### src/rtl/mul_arbiter_pkg.sv
// Shared types and constants for the multiplier arbiter and its round-robin picker.
package mul_arbiter_pkg;

  localparam int unsigned DW_DEF = 32;
  localparam int unsigned RW_DEF = 62;

  typedef enum logic [2:0] {
    IDLE    = 3'd0,
    ISSUE   = 3'd1,
    WAIT    = 3'd2,
    RESP    = 3'd3,
    RECOVER = 3'd4
  } state_e;

  // Index width for n requesters; never below one bit so vectors stay legal.
  function automatic int unsigned id_width(input int unsigned n);
    return (n > 1) ? $clog2(n) : 1;
  endfunction

endpackage

### src/rtl/mul_arbiter_rr_picker.sv
// Combinational round-robin picker: first set request strictly after ptr_i, with wrap.
module mul_arbiter_rr_picker
  import mul_arbiter_pkg::*;
#(
  parameter int unsigned N = 4,
  localparam int unsigned IW = id_width(N)
) (
  input  logic [N-1:0]  req_i,
  input  logic [IW-1:0] ptr_i,
  output logic [N-1:0]  gnt_o,
  output logic [IW-1:0] idx_o,
  output logic          any_o
);

  int unsigned   cand;
  logic [IW-1:0] cand_idx;

  always_comb begin
    gnt_o    = '0;
    idx_o    = '0;
    any_o    = 1'b0;
    cand     = 0;
    cand_idx = '0;
    for (int unsigned k = 1; k <= N; k++) begin
      cand = 32'(ptr_i) + k;
      if (cand >= N) begin
        cand = cand - N;
      end
      cand_idx = IW'(cand);
      if (!any_o && req_i[cand_idx]) begin
        any_o           = 1'b1;
        gnt_o[cand_idx] = 1'b1;
        idx_o           = cand_idx;
      end
    end
  end

endmodule

### src/rtl/mul_arbiter.sv
// Shares one sequential multiplier between NREQ requesters with round-robin
// arbitration and a watchdog that resets the multiplier if finish never comes.
module mul_arbiter
  import mul_arbiter_pkg::*;
#(
  parameter int unsigned NREQ    = 4,
  parameter int unsigned DW      = DW_DEF,
  parameter int unsigned RW      = RW_DEF,
  parameter int unsigned TIMEOUT = 64
) (
  input  logic              clk,
  input  logic              rst_n,
  input  logic [NREQ-1:0]   req_valid,
  input  logic [NREQ*DW-1:0] req_a,
  input  logic [NREQ*DW-1:0] req_b,
  output logic [NREQ-1:0]   req_ready,
  output logic [NREQ-1:0]   rsp_valid,
  output logic [RW-1:0]     rsp_res,
  output logic              rsp_err,
  output logic              mul_start,
  output logic [DW-1:0]     mul_a,
  output logic [DW-1:0]     mul_b,
  output logic              mul_rst,
  input  logic [RW-1:0]     mul_res,
  input  logic              mul_finish,
  output logic              busy
);

  localparam int unsigned IW  = id_width(NREQ);
  localparam int unsigned WDW = $clog2(TIMEOUT + 1);
  localparam logic [WDW-1:0] WD_LAST = WDW'(TIMEOUT - 1);

  state_e         state_q, state_d;
  logic [IW-1:0]  ptr_q, ptr_d;
  logic [IW-1:0]  id_q, id_d;
  logic [DW-1:0]  a_q, a_d;
  logic [DW-1:0]  b_q, b_d;
  logic [RW-1:0]  res_q, res_d;
  logic           err_q, err_d;
  logic [WDW-1:0] wd_q, wd_d;

  logic [NREQ-1:0] gnt;
  logic [IW-1:0]   gnt_idx;
  logic            gnt_any;

  mul_arbiter_rr_picker #(
    .N (NREQ)
  ) u_picker (
    .req_i (req_valid),
    .ptr_i (ptr_q),
    .gnt_o (gnt),
    .idx_o (gnt_idx),
    .any_o (gnt_any)
  );

  always_comb begin
    state_d   = state_q;
    ptr_d     = ptr_q;
    id_d      = id_q;
    a_d       = a_q;
    b_d       = b_q;
    res_d     = res_q;
    err_d     = err_q;
    wd_d      = wd_q;
    req_ready = '0;
    rsp_valid = '0;
    rsp_res   = '0;
    rsp_err   = 1'b0;
    mul_start = 1'b0;
    mul_rst   = 1'b0;
    busy      = (state_q != IDLE);

    unique case (state_q)
      IDLE: begin
        // The grant is combinational on req_valid, so it is also masked while
        // reset is held to keep every output quiet during reset.
        if (gnt_any && rst_n) begin
          req_ready = gnt;
          a_d       = req_a[gnt_idx*DW +: DW];
          b_d       = req_b[gnt_idx*DW +: DW];
          id_d      = gnt_idx;
          ptr_d     = gnt_idx;
          state_d   = ISSUE;
        end
      end
      ISSUE: begin
        mul_start = 1'b1;
        wd_d      = '0;
        state_d   = WAIT;
      end
      WAIT: begin
        wd_d = wd_q + 1'b1;
        if (mul_finish) begin
          res_d   = mul_res;
          err_d   = 1'b0;
          state_d = RESP;
        end else if (wd_q == WD_LAST) begin
          state_d = RECOVER;
        end
      end
      RECOVER: begin
        mul_rst = 1'b1;
        res_d   = '0;
        err_d   = 1'b1;
        state_d = RESP;
      end
      RESP: begin
        rsp_valid[id_q] = 1'b1;
        rsp_res         = res_q;
        rsp_err         = err_q;
        state_d         = IDLE;
      end
      default: begin
        state_d = IDLE;
      end
    endcase
  end

  assign mul_a = a_q;
  assign mul_b = b_q;

  always_ff @(posedge clk or negedge rst_n) begin
    if (!rst_n) begin
      state_q <= IDLE;
      ptr_q   <= IW'(NREQ - 1);
      id_q    <= '0;
      a_q     <= '0;
      b_q     <= '0;
      res_q   <= '0;
      err_q   <= 1'b0;
      wd_q    <= '0;
    end else begin
      state_q <= state_d;
      ptr_q   <= ptr_d;
      id_q    <= id_d;
      a_q     <= a_d;
      b_q     <= b_d;
      res_q   <= res_d;
      err_q   <= err_d;
      wd_q    <= wd_d;
    end
  end

endmodule

### config.mk
export PLATFORM = sky130hd
export DESIGN_NAME = mul_arbiter
export DESIGN_NICKNAME = d
export VERILOG_FILES = /design/src/rtl/mul_arbiter_pkg.sv /design/src/rtl/mul_arbiter_rr_picker.sv /design/src/rtl/mul_arbiter.sv
export SDC_FILE = /design/constraint.sdc
export NUM_CORES = 1
export LEC_CHECK = 0
export CAP_MARGIN = 20
export CORE_AREA = 4 4 177 179
export CTS_CLUSTER_SIZE = 10
export DETAILED_ROUTE_END_ITERATION = 10
export DIE_AREA = 0 0 181 183
export GPL_ROUTABILITY_DRIVEN = 0
export HOLD_SLACK_MARGIN = 0.1
export PLACE_DENSITY_LB_ADDON = 0.15
export SKIP_LAST_GASP = 1
export SYNTH_ARGS = -nofsm -noshare
export SYNTH_HDL_FRONTEND = slang
export SYNTH_HIERARCHICAL = 1
export SYNTH_SLANG_ARGS = --single-unit
### constraint.sdc
create_clock -name clk -period 4.8 [get_ports clk]
set_clock_uncertainty 0.2 [all_clocks]
set_input_delay 0.72 -clock clk [delete_from_list [all_inputs] [get_ports clk]]
set_output_delay 0.72 -clock clk [all_outputs]
set_load 0.05 [all_outputs]
Word-level counts from Yosys, hierarchy flattened:

Index checks and enable logic that the tools add are counted.

* $lt $le $gt $ge: 14
* equal/unequal tests: 8
* multiplexer cells: 50
* bitwise operators: 3
* reduce and logical (&&, ||, !) cells: 19
* add/subtract/negate cells: 9
* shift operators: 2

Operator list (count)
* $shiftx 128x8->32: 2
* $mux 62: 2
* $pmux 62 s2: 1
* $mux 4: 7
* $mux 1: 17
* $mux 2: 8
* $lt 2x3->1 const B: 5
* $pmux 7 s2: 1
* $or 4x4->4: 3
* $pmux 3 s4: 1
* $demux 1 s2: 5
* $ge 2x1->1 const B: 5
* $ge 3x3->1 const B: 3
* $logic_and 1x1->1: 9
* $mux 3: 3
* $bmux 1 s2: 4
* $sub 2x1->2 const B: 4
* $add 7x1->7 const B: 1
* $eq 7x6->1 const B: 1
* $add 2x2->3 const B: 2
* $eq 3x2->1 const B: 2
* $reduce_and 2->1: 3
* $add 2x3->4 const B: 1
* $ge 4x3->1 const B: 1
* other kinds (10): 14

* input port bits: 325
* word-level logic and storage cells: 113
* output and inout port bits: 138
* register bits: 141

Longest topological paths before layout:

Gate-level depths: netlist of run 1.

* word-level depth: 18
* mapped depth: 12
* mapped depth without buffers: 8

Cells and area by module:

Netlist of run 1, hierarchy kept.

By module, submodules not included
* mul_arbiter: instances 1, cells each 638, sequential area each 3530.9 sq um, area an instance 7759.9 sq um
* mul_arbiter_rr_picker: instances 1, cells each 68, sequential area each 0.0 sq um, area an instance 525.5 sq um

Worst setup path before layout of run 1:

Ideal clock, no wire load.

* kind: input port to flip-flop
* start: input req_valid[0]
* end: register a_q[19] (netlist: mul_a[19])
* buffers on the path: 3
* required time: 4475 ps
* path slack: 1337 ps
* data arrival time: 3138 ps
* stages on the path: 10
* library setup time: 125 ps
* path through: buf_6 > mux4_2 > a21oi_2 > nor3_1 > nor2_2 > o31a_1 > buf_2 > buf_2 > mux4_2 > mux2_4

* elaborated cells on any way between the ends: 25
* classes of those cells: 1 x shift; 16 x mux; 8 x reduce/logical

RTL lines
* from (decl): line mul_arbiter.sv:13 `input logic [NREQ-1:0] req_valid,`
* $bmux 1 s2: line mul_arbiter_rr_picker.sv:30 `if (!any_o && req_i[cand_idx]) begin`
* $mux 1 (not written as such): line mul_arbiter_rr_picker.sv:30
* $mux 1: line mul_arbiter_rr_picker.sv:30
* $logic_not 1->1: line mul_arbiter_rr_picker.sv:30
* $logic_and 1x1->1: line mul_arbiter_rr_picker.sv:30
* $mux 1: line mul_arbiter_rr_picker.sv:30
* $logic_not 1->1: line mul_arbiter_rr_picker.sv:30
* $logic_and 1x1->1: line mul_arbiter_rr_picker.sv:30
* $mux 1: line mul_arbiter_rr_picker.sv:30
* $logic_not 1->1: line mul_arbiter_rr_picker.sv:30
* $logic_and 1x1->1: line mul_arbiter_rr_picker.sv:30
* $mux 2 *: line mul_arbiter_rr_picker.sv:30
* named net gnt_idx[0]: line mul_arbiter.sv:43 `logic [IW-1:0] gnt_idx;`
* $shiftx 128x8->32 *: line mul_arbiter.sv:79 `a_d = req_a[gnt_idx*DW +: DW];`
* to (signal assigned): line mul_arbiter.sv:127 `a_q <= '0;`
* to (signal assigned): line mul_arbiter.sv:136 `a_q <= a_d;`
* to (decl): line mul_arbiter.sv:36 `logic [DW-1:0] a_q, a_d;`

Mark *: on every way through the listed nets, which the timed path passes. The rest lies on a longest branch. The select of a mux whose other input is x is not followed.
A chain may end at the register's enable or synchronous reset.

Worst setup path after layout of run 1:

* start: register ptr_q[0]
* end: output req_ready[1]

* elaborated cells on any way between the ends: 64
* classes of those cells: 8 x add/sub; 12 x order compare; 30 x mux; 3 x bitwise; 11 x reduce/logical

RTL lines
* from (decl): line mul_arbiter.sv:34 `logic [IW-1:0] ptr_q, ptr_d;`
* from (signal assigned): line mul_arbiter.sv:125 `ptr_q <= IW'(NREQ - 1);`
* from (signal assigned): line mul_arbiter.sv:134 `ptr_q <= ptr_d;`
* parallel branches: the longest is 14 deep, another holds $add 2x1->3
* $mux 4 *: line mul_arbiter_rr_picker.sv:30
* named net gnt[1]: line mul_arbiter.sv:42 `logic [NREQ-1:0] gnt;`
* $mux 4 *: line mul_arbiter.sv:77 `if (gnt_any && rst_n) begin`
* $mux 4 *: line mul_arbiter.sv:73 `unique case (state_q)`
* to (decl): line mul_arbiter.sv:16 `output logic [NREQ-1:0] req_ready,`

Mark *: on every way through the listed nets, which the timed path passes. The select of a mux whose other input is x is not followed.

==> results of run 1 <==
-- final cells by class --
cell class / instances / area, um^2
sequential: 141 / 3530
inverter: 7 / 26.3
fill: 2762 / 15700
tap: 390 / 488
clock buffer: 18 / 439
timing repair buffer: 483 / 4880
multi-input combinational: 494 / 4360
clock inverter: 14 / 148
antenna: 3 / 7.51
-- flip-flops by register name, summed over array words and instances (netlist names) --
signal,cells
id_q,2
mul_a,32
mul_b,32
state_q,3
ptr_q,2
wd_q,7
res_q,62
err_q,1
-- routing by layer --
| layer | track usage, % | vias up |
|---|---|---|
| li1 | - | 3446 |
| met1 | 22.8 | 3556 |
| met2 | 31.9 | 309 |
| met3 | 6.53 | 37 |
| met4 | 6.39 | 0 |
| met5 | 0 | - |
-- Yosys cell counts, drive strengths merged, types with 2 or more instances --
cell type	number	area, um^2
clkbuf	35	131
nand2	139	522
mux2i	4	52.6
nor2	12	63.8
o31ai	2	15.0
nand3	3	15.0
and2	5	31.3
a221oi	3	32.5
nand2b	3	18.8
dfrtp	139	3480
inv	7	26.3
mux4	65	1460
and3b	2	17.5
mux2	69	890
o21ai	71	355
a221o	4	40.0
nor3	2	10.0
nor2b	3	18.8
a21o	2	15.0
a211oi	2	27.5
nor3b	2	15.0
a21oi	6	33.8
and3	64	400
or3b	4	35.0
ha	9	113
buf	29	262
or3	2	17.5
nor4	3	18.8
dfstp	2	52.6
a21boi	2	15.0
-- cell families (layout without fill, tap and decap cells) --
family,count (synthesis),after routing,share of synthesized area (%)
compound gates,100,100,7.31
buf+inv,71,522,5.06
simple gates,247,247,14.6
other cells,0,3,0
fa+ha+maj,9,9,1.36
flops,141,141,42.6
mux,138,138,29.0
-- worst paths after layout --
check                         start           end  slack [ps]  cells past startpoint
setup / recovery           ptr_q[0]  req_ready[1]         880                      7
min in group asynchronous     rst_n     res_q[51]         530                      2
hold reg to reg             wd_q[6]       wd_q[6]         280                      1
max in group asynchronous     rst_n     mul_a[26]        2700                      3
hold / removal              wd_q[6]       wd_q[6]         280                      1
setup reg to reg           ptr_q[0]      mul_a[6]        1160                      8
-- worst reg2reg max path: cells and delay by family, from the launching register on --
family	cells	cell delay (ps)
flip-flops	1	740
buffers and inverters	1	320
multiplexers	3	1480
AO/OA/AOI/OAI	2	630
AND/OR/NAND/NOR	2	150
-- power breakdown --
part	internal (W)	leakage (nW)	switching, W
logic	0.00269	3.79	0.00331
registers	0.00178	1.71	0.000399
clock network	0.000750	0.286	0.000600
-- stage by stage --
step                power [W]  instance area, um^2  setup WS, ps
floorplan             0.00634                 8290          1340
global placement      0.00825                13300           548
detailed placement    0.00827                13300           526
CTS                   0.00967                13900           814
global route           0.0101                13900           670
finish                0.00953                13900           878
-- repair_timing --
action / 4_1_cts / 5_1_grt
hold buffers: 1 / 0
setup endpoints to repair: 0 / 0
hold endpoints to repair: 27 / 0
==> out/results.ini, run 1 <==
[outcome]
status = complete, no violations

[sta]
fin_tns_setup_ps = 0
holdWs_ps = 283
fin_crit_ps = 3920
hold_viol_final = 0
worst_pin_slew_ps = 860
max-slew-margin-rel_pct = 42.7
max_freq_mhz = 255
report.final.slew_viol_count = 0
rsz0062_at_grt = no
setup_viol = 0
finalCritPeriodShare_pct = 81.7

[pwr]
power.density_mw_per_mm2 = 687
ir_drop_mv = 0.267
leakage_nw = 5.79

[routing]
viasPerCell = 4.74
routedWlPerCell_um = 20.9
drc = 0
m1WireLength_um = 12800
vias = 7348
routed.top_layer = met4
drt_first_iter_violations = 387
wl_um = 32400
ant_nets = 0
first_pass_iters = 4
wl_met2_um = 16000
met3_length_um = 2710

[yosys]
ys_ff_latch = 141
synthesis.area_mm2 = 0.00829
synth_enable_flop_cells = 0
syn_area_per_cell_um2 = 11.7
synthArstFlopShare_pct = 100
synthFlopType = dfrtp_1
yosysWarnings = 6
syn-num-nets = 1040
synth_cell_types = 57
netlist_instances = 706
ys_seq_area_share_pct = 42.6

[final_layout]
mostFrequentLayoutCell = clkdlybuf4s50_1
utilization_pct = 46.9
instances_no_fill = 1550
drive_above_1_share_pct = 15.0
area_growth_pct = 67.5
num-nets-final = 1478
final_cell_mix = clkdlybuf4s50_1, nand2_1, dfrtp_1, o21ai_0, mux4_2

[die]
die_area_mm2 = 0.0331
fp-row-count = 63
die_w_um = 181
coreArea_mm2 = 0.0296
die_h_um = 183
ios = 463
start_util_pct = 28.0

[global_routing]
antenna_found_initial = 3
track_usage_pct = 18.9
grt_pass1_vias = 7814
grt_first_pass_wirelength_um = 48100
grt_start_max_net_pins = 112
overflow = 0

[hold_path]
hold_class = register to register

[critical_path]
path_class = register to output port
crit_fanout = 17
end_kind = output port
cp.arrival_ps = 3000
cp_cell_sequence = inv_2 -> ha_1 -> mux2i_4 -> o21ai_1 -> a221o_1 -> and2_1 -> buf_12
path_delay_family = flip-flops
slowest_stage = dfstp_2
crit_path_max_incr_delay_ps = 740
cp_num_buf_inv = 2
crit_required_ps = 3880
worstSetupStartpointType = register

[clock_tree]
htree_num_levels = 4
cts_setup_buffers = 0
cts_buffers = 17
insertion_delay_ps = 420
cts_tree = yes
post_cts_resized = 0
ctsLongestPathBuffers = 2
cts_root_buffer = clkbuf_16
clock_sinks = 141
clk_pin_slew_worst_paths_ps = 60

[place]
io_buffers = 462
hpwlAfterDp_um = 25200
dp_cells = 1514

[job]
maxCapViolCount = 0

Power figures use the tool's default switching activity.
==> run 2, diff against run 1 <==
- clock period: 4.8 -> 3.2 ns (I/O delays scaled with it)
==> out/results.ini, run 2 (synthesis results as in run 1) <==
[critical_path]
worstSetupStartpointType = register  ; unchanged
r2r_slack_ps = 110  ; was 1160 ps
crit_required_ps = 2520  ; was 3880 ps
cp.arrival_ps = 2500  ; was 3000 ps
crit_fanout = 5  ; was 17
ff2ff_path_depth = 9  ; was 8
path_class = register to output port  ; unchanged
endpoint = req_ready[1]  ; unchanged
r2r_start = ptr_q[0]  ; unchanged
crit_start = ptr_q[0]  ; unchanged
worstReg2RegEnd = mul_b[0]  ; was mul_a[6]
slowest_stage = dfstp_2  ; unchanged
cp_cell_sequence = mux4_2 -> buf_6 -> a211oi_4 -> a221o_1 -> and2_4 -> buf_12  ; was inv_2 -> ha_1 -> mux2i_4 -> o21ai_1 -> a221o_1 -> and2_1 -> buf_12
crit_path_max_incr_delay_ps = 590  ; was 740 ps
end_kind = output port  ; unchanged

[pwr]
ir_drop_mv = 0.518  ; was 0.267 mV
leakage_nw = 6.15  ; was 5.79 nW
power.density_mw_per_mm2 = 1060  ; was 687 mW/mm^2

[final_layout]
top_register = res_q  ; unchanged
diodes = 0  ; was 3
mostFrequentLayoutCell = clkdlybuf4s50_1  ; unchanged
utilization_pct = 48.2  ; was 46.9%
area_growth_pct = 72.0  ; was 67.5%
final_cell_mix = clkdlybuf4s50_1, nand2_1, dfrtp_1, buf_4, o21ai_0  ; was clkdlybuf4s50_1, nand2_1, dfrtp_1, o21ai_0, mux4_2
fin_area_mm2 = 0.0142  ; was 0.0139 mm^2
drive_above_1_share_pct = 23.3  ; was 15.0%
multi_input_area_mm2 = 0.00441  ; was 0.00436 mm^2
layout.area.seq_mm2 = 0.00353  ; unchanged
largest_reg_flops = 62  ; unchanged
fillers = 2738  ; was 2762
num-nets-final = 1505  ; was 1478

[clock_tree]
insertion_delay_ps = 420  ; about the same
cts_root_buffer = clkbuf_16  ; unchanged
cts_tree = yes  ; unchanged
clk_pin_slew_worst_paths_ps = 60  ; about the same
clock_sinks = 141  ; unchanged
htree_num_levels = 4  ; unchanged
ctsLongestPathBuffers = 2  ; unchanged
cts_buffers = 17  ; unchanged

[sta]
fin_crit_ps = 3180
hold_viol_final = 0  ; unchanged
report.final.slew_viol_count = 0  ; unchanged
max_freq_mhz = 315
rsz0062_at_grt = yes  ; was no
worst_pin_slew_ps = 793  ; was 860 ps
max-slew-margin-rel_pct = 47.1  ; was 42.7%
finalCritPeriodShare_pct = 99.3
setup_viol = 0  ; unchanged

[hold_path]
worstHoldStart = mul_b[15]  ; was wd_q[6]
hold_class = register to register  ; unchanged

[die]
start_util_pct = 28.0  ; unchanged
ios = 463  ; unchanged
die_w_um = 181  ; unchanged
die_h_um = 183  ; unchanged
die_area_mm2 = 0.0331  ; unchanged
coreArea_mm2 = 0.0296  ; unchanged
fp-row-count = 63  ; unchanged

[place]
io_buffers = 462  ; unchanged
hpwlAfterDp_um = 24400  ; was 25200 um
placed_area_mm2 = 0.0135  ; was 0.0133 mm^2

[global_routing]
grt_start_max_net_pins = 142  ; was 112
grtUsageMet3_pct = 6.29  ; was 6.53%
busiest_layer = met2  ; unchanged
grt_pass1_vias = 7850  ; was 7814
overflow = 0  ; unchanged
antenna_found_initial = 0  ; was 3
track_usage_pct = 18.6  ; was 18.9%
use_met1_pct = 22.4  ; was 22.8%
grt_first_pass_wirelength_um = 47800  ; was 48100 um
met2_usage_pct = 32.5  ; was 31.9%

[routing]
routedWlPerCell_um = 20.3  ; was 20.9 um
drc = 0  ; unchanged
ant_nets = 0  ; unchanged
first_pass_iters = 4  ; unchanged
wl_um = 31900  ; was 32400 um
vias = 7351  ; was 7348
viasPerCell = 4.67  ; was 4.74
drt_first_iter_violations = 385  ; was 387

[outcome]
status = complete, no violations  ; unchanged

[job]
maxCapViolCount = 0  ; unchanged

## run 2: cell types whose count changed in the layout (fill, tap and decap cells not counted), sizes merged
cell	previous run	this run
inv	16	13
diode	3	0
clkbuf	18	20
buf	25	120
bufinv	1	3
clkdlybuf4s50	457	388
## run 2: critical path: cells and delay by family (launching register included)
family,cells,cell delay (ps)
flops,1,590
mux,1,560
compound gates,2,480
buf+inv,2,290
simple gates,1,150
## run 2: layout make-up
class                      count  share of cell area, %
clock inverter                13                   1.25
multi-input combinational    494                   30.9
sequential                   141                   24.8
inverter                       7                  0.184
tap                          390                   3.42
timing repair buffer         510                   36.3
clock buffer                  19                   3.11
## run 2: power by group
group / leakage (nW) / internal (W) / total [W] / switching [W]
registers: 1.71 / 0.00267 / 0.00317 / 0.000500
logic: 4.14 / 0.00452 / 0.00975 / 0.00522
clock network: 0.298 / 0.00127 / 0.00214 / 0.000872
## run 2: routing by layer
metal | vias to the layer above | routed length, um | part of all wire, %
li1 | 3495 | - | -
met3 | 20 | 2550 | 8.0
met5 | - | 0 | 0
met1 | 3558 | 12500 | 39
met4 | 0 | 435 | 1.4
met2 | 278 | 16400 | 51
## run 2: worst min-delay path by stage
stage / endpoint / depth (start not counted)
after global placement: mul_b[17] / 1
after floorplan: err_q / 0
final: mul_b[15] / 1
after global routing: mul_b[27] / 1
after CTS: mul_b[15] / 1
after detailed placement: mul_a[6] / 1
## run 2: what timing repair did
item	CTS	global route
setup endpoints to repair	4	20
hold buffers	1	0
cloned	0	1
pin swaps	2	6
buffers inserted	1	9
gates resized for setup	5	8
hold endpoints to repair	139	0
## run 2: per-stage QoR
step	TNS, ps	worst slack [ps]	cells	power, W	hold WS, ps
3_5_place_dp	-11070	-248	1530	0.0127	274
3_3_place_gp	-9080	-206	1530	0.0126	268
6_report	0	22.8	1574	0.0151	282
5_1_grt	-294	-80.1	1574	0.0160	312
2_1_floorplan	0	50.3	706	0.00955	-15.6
4_1_cts	-22.5	-22.5	1564	0.0150	290
